$ cat src/rtl/line_engine.sv
// Pixel generator for a VGA-style frame buffer: draws Bresenham lines, filled
// rectangles and single pixels through a valid/ready pixel port.
module line_engine #(
   parameter int XW = 9,
   parameter int YW = 8,
   parameter int CW = 3
) (
   input  logic          clock,
   input  logic          reset,
   input  logic          start,
   input  logic [1:0]    mode,
   input  logic [XW-1:0] x0,
   input  logic [YW-1:0] y0,
   input  logic [XW-1:0] x1,
   input  logic [YW-1:0] y1,
   input  logic [CW-1:0] colour_in,
   input  logic          pix_ready,
   output logic          busy,
   output logic          done,
   output logic          plot,
   output logic [XW-1:0] x_out,
   output logic [YW-1:0] y_out,
   output logic [CW-1:0] colour_out
);

   localparam int MW = (XW > YW) ? XW : YW;
   localparam int EW = MW + 2;

   localparam logic [1:0]           MODE_LINE = 2'b00;
   localparam logic [1:0]           MODE_RECT = 2'b01;
   localparam logic [XW-1:0]        X_ONE     = {{(XW-1){1'b0}}, 1'b1};
   localparam logic [YW-1:0]        Y_ONE     = {{(YW-1){1'b0}}, 1'b1};
   localparam logic signed [EW-1:0] E_ZERO    = {EW{1'b0}};

   typedef enum logic [1:0] {
      S_IDLE   = 2'd0,
      S_SETUP  = 2'd1,
      S_DRAW   = 2'd2,
      S_FINISH = 2'd3
   } state_t;

   state_t                state_q, state_d;
   logic [1:0]            mode_q, mode_d;
   logic [XW-1:0]         x0_q, x0_d, x1_q, x1_d;
   logic [YW-1:0]         y0_q, y0_d, y1_q, y1_d;
   logic [CW-1:0]         col_q, col_d;
   logic [XW-1:0]         dx_q, dx_d;
   logic [YW-1:0]         dy_q, dy_d;
   logic                  sx_q, sx_d, sy_q, sy_d;
   logic signed [EW-1:0]  err_q, err_d;
   logic [XW-1:0]         endx_q, endx_d, rowx_q, rowx_d;
   logic [YW-1:0]         endy_q, endy_d;
   logic [XW-1:0]         x_q, x_d;
   logic [YW-1:0]         y_q, y_d;
   logic [CW-1:0]         colour_q, colour_d;
   logic                  plot_q, plot_d, busy_q, busy_d, done_q, done_d;

   logic                  x_ge_s, y_ge_s;
   logic [XW-1:0]         adx_s, xmin_s, xmax_s;
   logic [YW-1:0]         ady_s, ymin_s, ymax_s;
   logic signed [EW-1:0]  sadx_s, sady_s, dxe_s, dye_s;
   logic signed [EW:0]    e2_s, dxw_s, dyw_s;
   logic                  step_x_s, step_y_s, last_s;

   assign x_ge_s = (x1_q >= x0_q);
   assign y_ge_s = (y1_q >= y0_q);
   assign adx_s  = x_ge_s ? (x1_q - x0_q) : (x0_q - x1_q);
   assign ady_s  = y_ge_s ? (y1_q - y0_q) : (y0_q - y1_q);
   assign xmin_s = x_ge_s ? x0_q : x1_q;
   assign xmax_s = x_ge_s ? x1_q : x0_q;
   assign ymin_s = y_ge_s ? y0_q : y1_q;
   assign ymax_s = y_ge_s ? y1_q : y0_q;
   assign sadx_s = signed'({{(EW-XW){1'b0}}, adx_s});
   assign sady_s = signed'({{(EW-YW){1'b0}}, ady_s});

   // err is widened by two bits so 2*err never overflows at full-scale coordinates
   assign dxe_s    = signed'({{(EW-XW){1'b0}}, dx_q});
   assign dye_s    = signed'({{(EW-YW){1'b0}}, dy_q});
   assign dxw_s    = signed'({{(EW+1-XW){1'b0}}, dx_q});
   assign dyw_s    = signed'({{(EW+1-YW){1'b0}}, dy_q});
   assign e2_s     = {err_q, 1'b0};
   assign step_x_s = (e2_s > -dyw_s);
   assign step_y_s = (e2_s < dxw_s);
   assign last_s   = (x_q == endx_q) && (y_q == endy_q);

   // Next-state and datapath update for the drawing FSM
   always_comb begin
      state_d  = state_q;
      mode_d   = mode_q;
      x0_d     = x0_q;
      y0_d     = y0_q;
      x1_d     = x1_q;
      y1_d     = y1_q;
      col_d    = col_q;
      dx_d     = dx_q;
      dy_d     = dy_q;
      sx_d     = sx_q;
      sy_d     = sy_q;
      err_d    = err_q;
      endx_d   = endx_q;
      endy_d   = endy_q;
      rowx_d   = rowx_q;
      x_d      = x_q;
      y_d      = y_q;
      colour_d = colour_q;
      plot_d   = plot_q;
      busy_d   = busy_q;
      done_d   = 1'b0;

      case (state_q)
         S_IDLE: begin
            if (start) begin
               mode_d  = mode;
               x0_d    = x0;
               y0_d    = y0;
               x1_d    = x1;
               y1_d    = y1;
               col_d   = colour_in;
               busy_d  = 1'b1;
               state_d = S_SETUP;
            end else begin
               state_d = S_IDLE;
            end
         end
         S_SETUP: begin
            dx_d     = adx_s;
            dy_d     = ady_s;
            sx_d     = ~x_ge_s;
            sy_d     = ~y_ge_s;
            err_d    = sadx_s - sady_s;
            colour_d = col_q;
            plot_d   = 1'b1;
            state_d  = S_DRAW;
            case (mode_q)
               MODE_LINE: begin
                  x_d    = x0_q;
                  y_d    = y0_q;
                  rowx_d = x0_q;
                  endx_d = x1_q;
                  endy_d = y1_q;
               end
               MODE_RECT: begin
                  x_d    = xmin_s;
                  y_d    = ymin_s;
                  rowx_d = xmin_s;
                  endx_d = xmax_s;
                  endy_d = ymax_s;
               end
               default: begin
                  x_d    = x0_q;
                  y_d    = y0_q;
                  rowx_d = x0_q;
                  endx_d = x0_q;
                  endy_d = y0_q;
               end
            endcase
         end
         S_DRAW: begin
            if (pix_ready) begin
               if (last_s) begin
                  plot_d  = 1'b0;
                  busy_d  = 1'b0;
                  done_d  = 1'b1;
                  state_d = S_FINISH;
               end else begin
                  case (mode_q)
                     MODE_LINE: begin
                        err_d = err_q - (step_x_s ? dye_s : E_ZERO)
                                      + (step_y_s ? dxe_s : E_ZERO);
                        if (step_x_s) begin
                           x_d = sx_q ? (x_q - X_ONE) : (x_q + X_ONE);
                        end else begin
                           x_d = x_q;
                        end
                        if (step_y_s) begin
                           y_d = sy_q ? (y_q - Y_ONE) : (y_q + Y_ONE);
                        end else begin
                           y_d = y_q;
                        end
                     end
                     MODE_RECT: begin
                        if (x_q == endx_q) begin
                           x_d = rowx_q;
                           y_d = y_q + Y_ONE;
                        end else begin
                           x_d = x_q + X_ONE;
                        end
                     end
                     default: begin
                        x_d = x_q;
                     end
                  endcase
               end
            end else begin
               state_d = S_DRAW;
            end
         end
         S_FINISH: begin
            state_d = S_IDLE;
         end
         default: begin
            state_d = S_IDLE;
         end
      endcase
   end

   // State and datapath registers, cleared asynchronously by reset
   always_ff @(posedge clock or posedge reset) begin
      if (reset) begin
         state_q  <= S_IDLE;
         mode_q   <= 2'b00;
         x0_q     <= {XW{1'b0}};
         y0_q     <= {YW{1'b0}};
         x1_q     <= {XW{1'b0}};
         y1_q     <= {YW{1'b0}};
         col_q    <= {CW{1'b0}};
         dx_q     <= {XW{1'b0}};
         dy_q     <= {YW{1'b0}};
         sx_q     <= 1'b0;
         sy_q     <= 1'b0;
         err_q    <= E_ZERO;
         endx_q   <= {XW{1'b0}};
         endy_q   <= {YW{1'b0}};
         rowx_q   <= {XW{1'b0}};
         x_q      <= {XW{1'b0}};
         y_q      <= {YW{1'b0}};
         colour_q <= {CW{1'b0}};
         plot_q   <= 1'b0;
         busy_q   <= 1'b0;
         done_q   <= 1'b0;
      end else begin
         state_q  <= state_d;
         mode_q   <= mode_d;
         x0_q     <= x0_d;
         y0_q     <= y0_d;
         x1_q     <= x1_d;
         y1_q     <= y1_d;
         col_q    <= col_d;
         dx_q     <= dx_d;
         dy_q     <= dy_d;
         sx_q     <= sx_d;
         sy_q     <= sy_d;
         err_q    <= err_d;
         endx_q   <= endx_d;
         endy_q   <= endy_d;
         rowx_q   <= rowx_d;
         x_q      <= x_d;
         y_q      <= y_d;
         colour_q <= colour_d;
         plot_q   <= plot_d;
         busy_q   <= busy_d;
         done_q   <= done_d;
      end
   end

   assign busy       = busy_q;
   assign done       = done_q;
   assign plot       = plot_q;
   assign x_out      = x_q;
   assign y_out      = y_q;
   assign colour_out = colour_q;

endmodule

$ cat config.mk
export PLATFORM = sky130hd
export DESIGN_NAME = line_engine
export DESIGN_NICKNAME = d
export VERILOG_FILES = /design/src/rtl/line_engine.sv
export SDC_FILE = /design/constraint.sdc
export NUM_CORES = 1
export LEC_CHECK = 0
export BUFFER_PORTS_ARGS = -buffer_cell sky130_fd_sc_hd__buf_2
export CAP_MARGIN = 10
export CORE_AREA = 2 2 151 153
export CTS_BUF_LIST = sky130_fd_sc_hd__clkbuf_8
export DETAILED_ROUTE_END_ITERATION = 10
export DIE_AREA = 0 0 153 155
export HOLD_SLACK_MARGIN = 0.05
export SLEW_MARGIN = 20
export SYNTH_ARGS = -nofsm -noshare
export SYNTH_HDL_FRONTEND = slang
export SYNTH_SLANG_ARGS = --single-unit
$ cat constraint.sdc
create_clock -name clock -period 15.1 [get_ports clock]
set_clock_uncertainty 0.05 [all_clocks]
set_input_delay 0.755 -clock clock [delete_from_list [all_inputs] [get_ports clock]]
set_output_delay 0.755 -clock clock [all_outputs]
set_load 0.05 [all_outputs]
==> flow_summary.toml <==
[outcome]
run_status = "completed"

[yosys]
synth_area_per_cell_um2 = 9.00
yosysMostFrequentCell = "dfrtp_1"
ys_seq_area_frac = 0.313
synthTopCellsByArea = "dfrtp_1 (31%), ha_1 (10%), mux2_2 (6.5%)"
syn_nets = 1201
synthDistinctLibCells = 85
ys.flop_type = "dfrtp_1"
netlist_instances = 1066
synth_seq_cells = 120
synth_top_area_frac = 0.313
synth_common_cells = "dfrtp_1 (120), inv_1 (107), a21oi_1 (88), nor2_1 (82), ha_1 (79)"
synth_edf_count = 0
netlist_area_mm2 = 0.00959
synth_area_leader_cell = "dfrtp_1"
yosys_warnings = 0
async_flop_share = 1.00

[layout]
syn2layout_area_growth_pct = 9.96
nets = 1243
multiInputGateArea_mm2 = 0.00599
seq_area_mm2 = 0.00300
post_route_cells_drive_above_1_share = 0.171
fillers = 2190
diodes = 0

[job]
drv_cap = 0

[setup_path]
end_kind = "register"
crit_fanout = 7
crit_arrival_ns = 5.87
crit_required_ns = 15.40
startpoint_type = "register"
crit_type = "register to register"

[die]
io_pins = 66
die_area_mm2 = 0.0237
core_mm2 = 0.0222
die_y_um = 155
start_util = 0.432
num_rows = 55
die_w_um = 153

[place]
io_buffers = 65
post-place-ws_ns = 9.51
gp_congestion = 0.885
dp_hpwl_um = 19200

[clock_tree]
clock_latency_ns = 0.47
root_buffer = "clkbuf_8"
post_cts_buffers = 0
numCtsBuffers = 17
cts_sinks = 120
cts_htree_levels = 4
ctsHoldBuffers = 0
clk_path_buf_depth = 2
cts.clk_slew.worst_paths_ns = 0.09
cts_resized = 0
cts_tree = "built"

[timing]
hold_violations = 0
slew_headroom = 0.301
fmax_ghz = 0.179
setup_viol = 0
finalSetupTns_ns = 0
period_share = 0.369
tightest_slew_ns = 1.05
fin_crit_ns = 5.57
drv_slew = 0
fin_ws_ns = 9.53
rsz0062_at_grt = "false"

[global_routing]
grt_pass1_vias = 7445
grtUsageTotal = 0.221
overflow = 0
antenna_found_initial = 0
grt_max_degree = 70
grt_pass1_wl_um = 41300

[detailed_routing]
ant_nets = 0
drc = 0
drt-initial-drc-count = 515
detail_route.first_pass.iterations = 5
drt-vias-per-instance = 5.62
num_vias = 7900
wire_per_inst_um = 18.3
drt_wl_total_um = 25700

[worst_hold_path]
hold_path.class = "input port to async pin"
## cells in the final DEF, fill, tap and decap left out, drive strengths merged, types with 6 or more instances in the layout
cell type,Yosys,final
a211oi,6,6
nand2b,9,9
dfrtp,120,120
clkbuf,25,19
and3,8,8
xor2,37,37
o31ai,6,6
ha,79,79
a31oi,13,13
nand4,11,11
nand3,23,23
a21oi,91,91
and2,9,9
buf,22,70
xnor2,21,21
o221ai,10,10
o21ai,46,46
or3,9,9
nor2b,18,18
mux2,57,57
o211ai,7,7
or2,7,7
mux2i,44,44
nor3,22,22
o21a,6,6
nand2,70,70
nor4,14,14
a211o,8,8
inv,107,110
fa,13,13
nor2,84,84
## final cells by class
class,count,share of cell area
inverters,107,0.0383
clock inverters,13,0.0160
clock buffers,19,0.0248
repair buffers,70,0.0344
multi-input cells,792,0.568
well taps,285,0.0338
flip-flops and latches,120,0.285
## state kept, by name, summed over array words and instances, names as in the netlist
register	count
y0_q	8
y_out	8
state_q	2
rowx_q	9
endx_q	9
plot	1
sy_q	1
done	1
x1_q	9
busy	1
err_q	11
endy_q	8
colour_out	3
dx_q	9
x0_q	9
dy_q	8
mode_q	2
sx_q	1
y1_q	8
x_out	9
col_q	3
## logic make-up (layout without fill, tap and decap cells)
| kind of cell | Yosys count | after routing | share of synthesized area |
|---|---|---|---|
| xor gates and xnor gates | 58 | 58 | 0.0529 |
| DFF | 120 | 120 | 0.313 |
| buffers and inverters | 154 | 209 | 0.0635 |
| adders and majority gates | 92 | 92 | 0.130 |
| muxes | 101 | 101 | 0.113 |
| and+or+nand+nor | 297 | 297 | 0.156 |
| AOI/OAI and AO/OA | 244 | 244 | 0.171 |
## worst max-delay path, cell delays in order, from the launching register on
cell	delay [ns]
dfrtp_1	0.45
or4_1	0.67
nor3_1	0.22
xor2_1	0.10
ha_1	0.32
nand4_1	0.13
o41ai_1	0.42
nor2b_1	0.19
and2_1	0.21
fa_1	0.50
inv_1	0.06
fa_1	0.46
a21oi_1	0.19
o21ai_0	0.13
a2111oi_0	0.66
o31ai_1	0.19
xor2_1	0.15
nor3_1	0.05
a221o_1	0.27
## metal layers
metal  up-vias  part of all wire  track usage
met5         -                 0            0
met3        34             0.044       0.0379
met1      3811              0.49        0.320
met2       204              0.45        0.342
met4         0             0.016       0.0608
li1       3851                 -            -
## path summary, 6_finish.rpt
| check | cells past startpoint | to | slack [ns] | from |
|---|---|---|---|---|
| max reg2reg | 18 | err_q[10] | 9.53 | dy_q[2] |
| min in group clock | 1 | colour_out[0] | 0.45 | colour_out[0] |
| min | 2 | y1_q[1] | 0.43 | reset |
| max in group asynchronous | 3 | x_out[7] | 13.34 | reset |
| max | 18 | err_q[10] | 9.53 | dy_q[2] |
| min reg2reg | 1 | colour_out[0] | 0.45 | colour_out[0] |
## through the flow
step | util | std cells | hold WS (ns) | cell area (um2)
floorplan | - | 1066 | 0.424 | 9590
global placement | 0.455 | 1374 | 0.433 | 10100
detailed placement | 0.455 | 1374 | 0.440 | 10100
CTS | 0.474 | 1406 | 0.451 | 10500
global route | 0.475 | 1406 | 0.443 | 10600
finish | 0.475 | 1406 | 0.428 | 10600
Power is not shown: default switching activity piles up to over one toggle a cycle in this logic, so the estimate is an artifact.
